<file path="src/rtl/mem_arbiter_pkg.sv">
// mem_arbiter_pkg: shared types for the data-RAM arbiter.
//   sizeE   - load/store access size codes (byte/half/word/illegal)
//   stateE  - arbiter FSM states
//   ownerE  - which requester owns the current access
//   lsMisaligned() - true when an LS request must be rejected
package mem_arbiter_pkg;

    typedef enum logic [1:0] {
        SZ_BYTE = 2'b00,
        SZ_HALF = 2'b01,
        SZ_WORD = 2'b10,
        SZ_ILL  = 2'b11
    } sizeE;

    typedef enum logic [1:0] {
        ST_IDLE,
        ST_ACCESS,
        ST_RESP
    } stateE;

    typedef enum logic {
        OWN_IF,
        OWN_LS
    } ownerE;

    // Illegal size code, or address not aligned to the access size.
    function automatic logic lsMisaligned(input logic [1:0] size, input logic [1:0] addrLo);
        logic bad;
        case (sizeE'(size))
            SZ_BYTE: bad = 1'b0;
            SZ_HALF: bad = addrLo[0];
            SZ_WORD: bad = (addrLo != 2'b00);
            default: bad = 1'b1;
        endcase
        return bad;
    endfunction

endpackage

</file>
<file path="src/rtl/mem_arbiter_if.sv">
// mem_arbiter_if: core-side (IF and LS requesters) and RAM-side signals of
// the data-RAM arbiter.
//   slave  - arbiter view: takes requests and RAM read data, drives grants,
//            responses and RAM controls
//   master - environment view (core + RAM), the mirror of slave
interface mem_arbiter_if #(
    parameter int WIDTH = 32
);
    // instruction fetch requester
    logic             if_req;
    logic [WIDTH-1:0] if_addr;
    logic             if_gnt;
    logic             if_rvalid;
    logic [WIDTH-1:0] if_rdata;
    // load/store requester
    logic             ls_req;
    logic             ls_we;
    logic [1:0]       ls_size;
    logic             ls_unsigned;
    logic [WIDTH-1:0] ls_addr;
    logic [WIDTH-1:0] ls_wdata;
    logic             ls_gnt;
    logic             ls_err;
    logic             ls_rvalid;
    logic [WIDTH-1:0] ls_rdata;
    // RAM port
    logic [WIDTH-1:0] ram_wr_data;
    logic [WIDTH-1:0] ram_addr;
    logic             ram_rdEn;
    logic             ram_wrEn;
    logic             ram_isByte;
    logic             ram_isHalf;
    logic             ram_isWord;
    logic [WIDTH-1:0] ram_rd_data;

    modport slave (
        input  if_req, if_addr,
        output if_gnt, if_rvalid, if_rdata,
        input  ls_req, ls_we, ls_size, ls_unsigned, ls_addr, ls_wdata,
        output ls_gnt, ls_err, ls_rvalid, ls_rdata,
        output ram_wr_data, ram_addr, ram_rdEn, ram_wrEn,
        output ram_isByte, ram_isHalf, ram_isWord,
        input  ram_rd_data
    );

    modport master (
        output if_req, if_addr,
        input  if_gnt, if_rvalid, if_rdata,
        output ls_req, ls_we, ls_size, ls_unsigned, ls_addr, ls_wdata,
        input  ls_gnt, ls_err, ls_rvalid, ls_rdata,
        input  ram_wr_data, ram_addr, ram_rdEn, ram_wrEn,
        input  ram_isByte, ram_isHalf, ram_isWord,
        output ram_rd_data
    );

endinterface

</file>
<file path="src/rtl/mem_arbiter_load_extend.sv">
// load_extend: combinational sign/zero extension of right-justified RAM
// read data.
//   rdData  in  WIDTH  raw RAM data (byte/half right-justified)
//   size    in  2      access size code
//   zeroExt in  1      1 = zero-extend, 0 = sign-extend
//   extData out WIDTH  extended word
module load_extend
    import mem_arbiter_pkg::*;
#(
    parameter int WIDTH = 32
) (
    input  logic [WIDTH-1:0] rdData,
    input  sizeE             size,
    input  logic             zeroExt,
    output logic [WIDTH-1:0] extData
);

    always_comb begin
        extData = rdData;
        case (size)
            SZ_BYTE: extData = {{(WIDTH-8){~zeroExt & rdData[7]}}, rdData[7:0]};
            SZ_HALF: extData = {{(WIDTH-16){~zeroExt & rdData[15]}}, rdData[15:0]};
            default: extData = rdData;
        endcase
    end

endmodule

</file>
<file path="src/rtl/mem_arbiter.sv">
// mem_arbiter: shares the single-port data RAM between instruction fetch
// (word reads) and load/store (byte/half/word reads and writes).
//   clk    in  system clock, all state on rising edge
//   rst_n  in  asynchronous active-low reset
//   bus    slave modport of mem_arbiter_if: IF/LS request-grant-response
//          handshakes and the RAM control/data port
// Round-robin between the two requesters, misaligned LS requests rejected
// without touching RAM, load data sign/zero-extended before return.
module mem_arbiter
    import mem_arbiter_pkg::*;
#(
    parameter int WIDTH = 32
) (
    input  logic        clk,
    input  logic        rst_n,
    mem_arbiter_if.slave bus
);

    stateE            state;
    ownerE            lastOwner;
    ownerE            curOwner;
    sizeE             curSize;
    logic             curZeroExt;
    logic             curRead;

    ownerE            winner;
    logic             anyReq;
    logic             lsBad;
    logic [WIDTH-1:0] extData;

    load_extend #(
        .WIDTH (WIDTH)
    ) uLoadExtend (
        .rdData  (bus.ram_rd_data),
        .size    (curSize),
        .zeroExt (curZeroExt),
        .extData (extData)
    );

    // On a tie the requester that did not win last time gets the RAM.
    always_comb begin
        anyReq = bus.if_req | bus.ls_req;
        winner = OWN_IF;
        if (bus.if_req && bus.ls_req) begin
            winner = (lastOwner == OWN_LS) ? OWN_IF : OWN_LS;
        end else if (bus.ls_req) begin
            winner = OWN_LS;
        end
        lsBad = lsMisaligned(bus.ls_size, bus.ls_addr[1:0]);
    end

    always_ff @(posedge clk or negedge rst_n) begin
        if (!rst_n) begin
            state           <= ST_IDLE;
            lastOwner       <= OWN_IF;
            curOwner        <= OWN_IF;
            curSize         <= SZ_BYTE;
            curZeroExt      <= 1'b0;
            curRead         <= 1'b0;
            bus.if_gnt      <= 1'b0;
            bus.if_rvalid   <= 1'b0;
            bus.if_rdata    <= '0;
            bus.ls_gnt      <= 1'b0;
            bus.ls_err      <= 1'b0;
            bus.ls_rvalid   <= 1'b0;
            bus.ls_rdata    <= '0;
            bus.ram_wr_data <= '0;
            bus.ram_addr    <= '0;
            bus.ram_rdEn    <= 1'b0;
            bus.ram_wrEn    <= 1'b0;
            bus.ram_isByte  <= 1'b0;
            bus.ram_isHalf  <= 1'b0;
            bus.ram_isWord  <= 1'b0;
        end else begin
            bus.if_gnt    <= 1'b0;
            bus.ls_gnt    <= 1'b0;
            bus.ls_err    <= 1'b0;
            bus.if_rvalid <= 1'b0;
            bus.ls_rvalid <= 1'b0;

            case (state)
                ST_IDLE: begin
                    if (anyReq) begin
                        lastOwner <= winner;
                        curOwner  <= winner;
                        if (winner == OWN_LS) begin
                            bus.ls_gnt <= 1'b1;
                            if (lsBad) begin
                                // Rejected: acknowledge with error, RAM untouched.
                                bus.ls_err <= 1'b1;
                            end else begin
                                bus.ram_addr    <= bus.ls_addr;
                                bus.ram_wr_data <= bus.ls_wdata;
                                bus.ram_rdEn    <= ~bus.ls_we;
                                bus.ram_wrEn    <= bus.ls_we;
                                bus.ram_isByte  <= (bus.ls_size == SZ_BYTE);
                                bus.ram_isHalf  <= (bus.ls_size == SZ_HALF);
                                bus.ram_isWord  <= (bus.ls_size == SZ_WORD);
                                curSize         <= sizeE'(bus.ls_size);
                                curZeroExt      <= bus.ls_unsigned;
                                curRead         <= ~bus.ls_we;
                                state           <= ST_ACCESS;
                            end
                        end else begin
                            bus.if_gnt     <= 1'b1;
                            bus.ram_addr   <= bus.if_addr;
                            bus.ram_rdEn   <= 1'b1;
                            bus.ram_wrEn   <= 1'b0;
                            bus.ram_isByte <= 1'b0;
                            bus.ram_isHalf <= 1'b0;
                            bus.ram_isWord <= 1'b1;
                            curSize        <= SZ_WORD;
                            curZeroExt     <= 1'b1;
                            curRead        <= 1'b1;
                            state          <= ST_ACCESS;
                        end
                    end
                end

                ST_ACCESS: begin
                    bus.ram_rdEn <= 1'b0;
                    bus.ram_wrEn <= 1'b0;
                    state        <= curRead ? ST_RESP : ST_IDLE;
                end

                ST_RESP: begin
                    if (curOwner == OWN_IF) begin
                        bus.if_rvalid <= 1'b1;
                        bus.if_rdata  <= extData;
                    end else begin
                        bus.ls_rvalid <= 1'b1;
                        bus.ls_rdata  <= extData;
                    end
                    state <= ST_IDLE;
                end

                default: state <= ST_IDLE;
            endcase
        end
    end

endmodule

</file>
<file path="src/flat_wrapper.sv">
// flat-port wrapper written by rule: the top's interface ports become plain ports
module mem_arbiter_flat import mem_arbiter_pkg::*;
#(
    parameter int WIDTH = 32
)
  (clk, rst_n, bus_if_req, bus_if_addr, bus_if_gnt, bus_if_rvalid, bus_if_rdata, bus_ls_req, bus_ls_we, bus_ls_size, bus_ls_unsigned, bus_ls_addr, bus_ls_wdata, bus_ls_gnt, bus_ls_err, bus_ls_rvalid, bus_ls_rdata, bus_ram_wr_data, bus_ram_addr, bus_ram_rdEn, bus_ram_wrEn, bus_ram_isByte, bus_ram_isHalf, bus_ram_isWord, bus_ram_rd_data);
  mem_arbiter_if #(.WIDTH(WIDTH)) bus_i ();
  input  logic clk;
  input  logic rst_n;
  input wire logic [$bits(bus_i.if_req)-1:0] bus_if_req;
  input wire logic [$bits(bus_i.if_addr)-1:0] bus_if_addr;
  output wire logic [$bits(bus_i.if_gnt)-1:0] bus_if_gnt;
  output wire logic [$bits(bus_i.if_rvalid)-1:0] bus_if_rvalid;
  output wire logic [$bits(bus_i.if_rdata)-1:0] bus_if_rdata;
  input wire logic [$bits(bus_i.ls_req)-1:0] bus_ls_req;
  input wire logic [$bits(bus_i.ls_we)-1:0] bus_ls_we;
  input wire logic [$bits(bus_i.ls_size)-1:0] bus_ls_size;
  input wire logic [$bits(bus_i.ls_unsigned)-1:0] bus_ls_unsigned;
  input wire logic [$bits(bus_i.ls_addr)-1:0] bus_ls_addr;
  input wire logic [$bits(bus_i.ls_wdata)-1:0] bus_ls_wdata;
  output wire logic [$bits(bus_i.ls_gnt)-1:0] bus_ls_gnt;
  output wire logic [$bits(bus_i.ls_err)-1:0] bus_ls_err;
  output wire logic [$bits(bus_i.ls_rvalid)-1:0] bus_ls_rvalid;
  output wire logic [$bits(bus_i.ls_rdata)-1:0] bus_ls_rdata;
  output wire logic [$bits(bus_i.ram_wr_data)-1:0] bus_ram_wr_data;
  output wire logic [$bits(bus_i.ram_addr)-1:0] bus_ram_addr;
  output wire logic [$bits(bus_i.ram_rdEn)-1:0] bus_ram_rdEn;
  output wire logic [$bits(bus_i.ram_wrEn)-1:0] bus_ram_wrEn;
  output wire logic [$bits(bus_i.ram_isByte)-1:0] bus_ram_isByte;
  output wire logic [$bits(bus_i.ram_isHalf)-1:0] bus_ram_isHalf;
  output wire logic [$bits(bus_i.ram_isWord)-1:0] bus_ram_isWord;
  input wire logic [$bits(bus_i.ram_rd_data)-1:0] bus_ram_rd_data;
  assign bus_i.if_req = bus_if_req;
  assign bus_i.if_addr = bus_if_addr;
  assign bus_if_gnt = bus_i.if_gnt;
  assign bus_if_rvalid = bus_i.if_rvalid;
  assign bus_if_rdata = bus_i.if_rdata;
  assign bus_i.ls_req = bus_ls_req;
  assign bus_i.ls_we = bus_ls_we;
  assign bus_i.ls_size = bus_ls_size;
  assign bus_i.ls_unsigned = bus_ls_unsigned;
  assign bus_i.ls_addr = bus_ls_addr;
  assign bus_i.ls_wdata = bus_ls_wdata;
  assign bus_ls_gnt = bus_i.ls_gnt;
  assign bus_ls_err = bus_i.ls_err;
  assign bus_ls_rvalid = bus_i.ls_rvalid;
  assign bus_ls_rdata = bus_i.ls_rdata;
  assign bus_ram_wr_data = bus_i.ram_wr_data;
  assign bus_ram_addr = bus_i.ram_addr;
  assign bus_ram_rdEn = bus_i.ram_rdEn;
  assign bus_ram_wrEn = bus_i.ram_wrEn;
  assign bus_ram_isByte = bus_i.ram_isByte;
  assign bus_ram_isHalf = bus_i.ram_isHalf;
  assign bus_ram_isWord = bus_i.ram_isWord;
  assign bus_i.ram_rd_data = bus_ram_rd_data;
  mem_arbiter #(.WIDTH(WIDTH)) u_core (.clk(clk), .rst_n(rst_n), .bus(bus_i));
endmodule
</file>
<file path="config.mk">
export PLATFORM = sky130hd
export DESIGN_NAME = mem_arbiter_flat
export DESIGN_NICKNAME = d
export VERILOG_FILES = /design/src/rtl/mem_arbiter_pkg.sv /design/src/rtl/mem_arbiter_if.sv /design/src/rtl/mem_arbiter_load_extend.sv /design/src/rtl/mem_arbiter.sv /design/src/flat_wrapper.sv
export SDC_FILE = /design/constraint.sdc
export NUM_CORES = 1
export LEC_CHECK = 0
export BUFFER_PORTS_ARGS = -buffer_cell sky130_fd_sc_hd__buf_4
export CORE_AREA = 5 5 191 101
export CTS_CLUSTER_DIAMETER = 40
export DETAILED_ROUTE_END_ITERATION = 6
export DIE_AREA = 0 0 196 106
export SLEW_MARGIN = 20
export SYNTH_ARGS = -nofsm -noshare
export SYNTH_HDL_FRONTEND = slang
export SYNTH_SLANG_ARGS = --single-unit
</file>
<file path="constraint.sdc">
create_clock -name clk -period 3.4 [get_ports clk]
set_clock_uncertainty 0.05 [all_clocks]
set_input_delay 0.34 -clock clk [delete_from_list [all_inputs] [get_ports clk]]
set_output_delay 0.34 -clock clk [all_outputs]
set_load 0.02 [all_outputs]
</file>
# Word level (Yosys, flattened, before mapping)
# Index checks and enable logic that the tools add are counted.
# totals
register_bits	145
input_bits	136
out_inout_bits	138
word_cells	90
# op_classes
n_eq_ne	8
n_mux	43
n_bitwise	7
reduce_logical	13
# op_table
cell	n
32-bit two-way mux	2
32-bit case mux with 2 select lines	1
1-bit two-way mux	30
2-bit two-way mux	6
2-bit AND reduction	4
2-bit by 1-bit equality test with 1-bit output, second input constant	3
2-bit logical NOT	3
3-bit AND reduction	2
2-bit equality test, second input constant	2
1-bit inverter	4
1-bit case mux with 2 select lines	2
2-bit case mux with 2 select lines	1
4-bit AND reduction	1
2-bit nonzero test	2
3-bit inequality test, second input constant	1
1-bit case mux with 3 select lines	1
1-bit AND	2
2-bit by 1-bit inequality test with 1-bit output, second input constant	1
2-bit inequality test, second input constant	1
1-bit logical AND	1
1-bit bitwise OR	1

# Longest topological paths before layout
# depth
word_depth	6
depth_mapped	6
ltp_nobuf	5

# Modules after synthesis
# Synthesis repeated with hierarchy kept, for this count alone.
# unflattened
hier_cells	503
hier_area_um2	6294.8
# by_module_without_submodules
mod	instances	cells_per_inst	area_each_um2	seq_area_each_um2
mem_arbiter	1	436	5939.4	3628.5
load_extend	1	67	355.3	0.0

# Least setup slack after synthesis
# OpenSTA, ideal clock, no wires.
# synth_timing
path_kind	register to register
from	register, netlist name u_core.curOwner
to	register u_core.bus.ram_wr_data[10]
setup_ps	128
arrival_ps	1443
t_required_ps	3222
slack_ps	1780
path_stages_with_launch	6
path_buffers	1
synth_period_minus_slack_ps	1620
path_cell_list	dfrtp_1 > a21boi_4 > nand2_4 > nor2_8 > buf_4 > mux2_1
# synth_lines
item	line_no	source
end signal: assignment	mem_arbiter.sv:93	bus.ram_wr_data <= bus.ls_wdata;
end: declaration	mem_arbiter_if.sv:41	output ram_wr_data, ram_addr, ram_rdEn, ram_wrEn,

# Worst setup path after layout
# layout_timing
from	register u_core.state[0]
to	register u_core.bus.ram_wr_data[6]
# layout_via
elab_chain_len	2
# layout_lines
item	line_no	source
start: declaration	mem_arbiter.sv:19	stateE state;
start signal: assignment	mem_arbiter.sv:123	state <= curRead ? ST_RESP : ST_IDLE;
2-bit logical NOT	mem_arbiter.sv:81	case (state)
4-bit AND reduction (no source line)	-	
# Every way passes these cells.
# A chain may end at the register's enable or synchronous reset.

==> out/qor.txt <==
status -> completed
largest net degree at the start of global routing -> 91
post-synth top area share -> 61.2%
Post-CTS Setup Bufs -> 0
synthesized cell area -> 5930 um2
most frequent cells in the layout -> buf_4 (280), dfrtp_1 (145), nand2_1 (52)
share of layout cells above drive strength 1 -> 46.6%
synth top area cells -> dfrtp_1 (61%), mux2_1 (7.6%), a2bb2oi_2 (7.1%)
Core Area -> 17700 um2
first-pass GRT wire length -> 28.6 mm
largest area contributor in the netlist -> dfrtp_1
fmax -> 511 MHz
nets -> 882
DRC viols -> 0
Worst-path clk slew -> 0.06 ns
Post-synth top flop -> dfrtp_1
hpwl dp -> 13.5 mm
FILL cells -> 1589
number of flops mapped to enable cells by yosys -> 0
post_cts resized -> 0
Hold Buf Count CTS -> 1
vias in the first global route -> 5154
Area growth syn-to-layout -> 49.4%
Final Slew Violations -> 0
CTS tree -> done
Max VDD drop -> 0.000559 V
Net Count, Synth -> 612
Die X -> 196 um
ys async rst share -> 100%
global placement routability congestion -> 0.788
gr usage total -> 17.5%
initial antenna violation count -> 0
1st-pass router iterations -> 5
Seq/Total Area, Yosys -> 61.2%
total congestion overflow -> 0
cell at the slowest stage of the critical path -> nor2_8
min Tclk post-route -> 1.96 ns
io pins -> 274
Crit path required time -> 3.64 ns
final instance area -> 8850 um2
final setup violation count -> 0
Critical Path AT -> 2.20 ns
critical path peak fanout -> 34
clk buf depth -> 2
ant diodes -> 0
# port buffers -> 273
CTS HTree Levels -> 4
Initial DRC Count -> 186
hold slack -> 0.0632 ns
DRT antenna net count -> 0
vias per cell -> 4.78
Post-DP Area -> 8210 um2
CTS Sinks -> 145
Starting Density -> 33.5%
TNS Setup -> 0 ns
power density cells -> 1040 nW/um2
fin crit share -> 57.5%
vias -> 4777
Pleak -> 0.00417 uW
Setup crit start kind -> register
crit path kind -> reg -> reg
Post-Syn Instances -> 476
Die Y -> 106 um
DR WL/cell -> 18.1 um
Root Buffer -> clkbuf_16
Hold Vio Cnt, Final -> 0
total CTS buffers -> 17
element type at the critical path end -> register
Yosys warnings -> 0
most common cell after layout, fill and taps aside -> buf_4
Largest stage delay, worst path -> 0.52 ns
drt total wl -> 18.1 mm
flops & latches, synth -> 145
relative slew slack -> 39.5%
syn_area_per_cell -> 12.4 um2
FP Rows -> 35
critical path cell sequence -> nor2_1 -> nand2_4 -> nor2_8 -> mux2_1
clock latency on the worst-skew pair -> 0.42 ns
Die Area -> 20800 um2
Worst Max-Slew Pin Slew -> 0.904 ns
max cap viols -> 0
Netlist cell types -> 40
RSZ-0062 raised after global routing -> false
min-delay worst type -> in -> reg
[final timing paths]
kind,start,to,slack (ns),cells past startpoint
worst max-delay path,u_core.state[0]$_DFFE_PN0P_,u_core.bus.ram_wr_data[6]$_DFFE_PN0P_,1.44,4
worst min-delay path,bus_ls_we,u_core.curRead$_DFFE_PN0P_,0.06,2
worst max register to register,u_core.state[0]$_DFFE_PN0P_,u_core.bus.ram_wr_data[6]$_DFFE_PN0P_,1.44,4
worst min register to register,u_core.bus.ls_rdata[3]$_DFFE_PN0P_,u_core.bus.ls_rdata[3]$_DFFE_PN0P_,0.43,2
max in group asynchronous,rst_n,u_core.bus.ram_wr_data[7]$_DFFE_PN0P_,2.01,3
min in group asynchronous,rst_n,u_core.bus.ls_rvalid$_DFF_PN0_,0.40,2
[through the flow]
stage               util [%]  setup slack, ns  cells  total power, uW
global route            50.0             1.25    999             9730
floorplan                  -             1.78    476             5380
detailed placement      46.4             1.20    966             7280
CTS                     50.0             1.21    999             9330
global placement        46.4             1.29    966             7170
finish                  50.0             1.44    999             9210
[metal layers]
layer	up-vias	wire [um]	track usage (%)
li1	2250	-	-
met1	2325	7810	22.6
met2	184	8330	27.2
met3	18	1760	7.50
met4	0	172	4.13
met5	-	0	0
[where the power goes]
group          internal [uW]  switching [uW]
clock network           1280             740
registers               2540             531
logic                   1840            2260
[critical path: cells and delay by family, from the launching register on]
family / cells / cell delay [ns]
mux: 1 / 0.39
simple gates: 3 / 0.96
flops: 1 / 0.42
[Yosys cell counts (2+ instances only)]
library cell and count:
a21o_1 2, a21oi_1 41, a22o_1 2, a2bb2oi_1 4, a2bb2oi_2 28, buf_1 2, buf_2 7, buf_4 3
buf_6 3, clkbuf_1 17, dfrtp_1 145, inv_1 2, mux2_1 40, nand2_1 52, nor2_1 36, nor3_2 2
o21a_1 9, o21ai_0 7, o21ai_1 21, o22ai_1 31, o32a_1 3
[cell families (layout without fill, tap and decap cells)]
family	Yosys count	in the layout	synth area share, %
AO/OA/AOI/OAI	153	153	20.0
AND/OR/NAND/NOR	101	101	7.94
buffers and inverters	36	319	3.04
multiplexers	41	41	7.77
flip-flops	145	145	61.2
[layout make-up]
type | instances | area, um2 | area share [%]
tap | 240 | 300 | 3.39
clock inverter | 10 | 156 | 1.77
clock buffer | 22 | 474 | 5.36
multi-input combinational | 295 | 2130 | 24.1
timing repair buffer | 283 | 2140 | 24.2
inverter | 4 | 17.5 | 0.198
sequential | 145 | 3630 | 41.0
[flip-flops by register name (all words and copies together), names as in the netlist]
| name | flops |
|---|---|
| u_core.curSize | 2 |
| u_core.state | 2 |
| u_core.curZeroExt | 1 |
| u_core.bus.ram_addr | 32 |
| u_core.bus.if_rvalid | 1 |
| u_core.bus.ram_isWord | 1 |
| u_core.bus.ram_isHalf | 1 |
| u_core.bus.if_rdata | 32 |
| u_core.bus.ls_err | 1 |
| u_core.curOwner | 1 |
| u_core.curRead | 1 |
| u_core.bus.ram_rdEn | 1 |
| u_core.bus.ram_isByte | 1 |
| u_core.bus.if_gnt | 1 |
| u_core.bus.ls_gnt | 1 |
| u_core.bus.ram_wr_data | 32 |
| u_core.bus.ram_wrEn | 1 |
| u_core.bus.ls_rdata | 32 |
| u_core.bus.ls_rvalid | 1 |
Power figures use the tool's default switching activity.
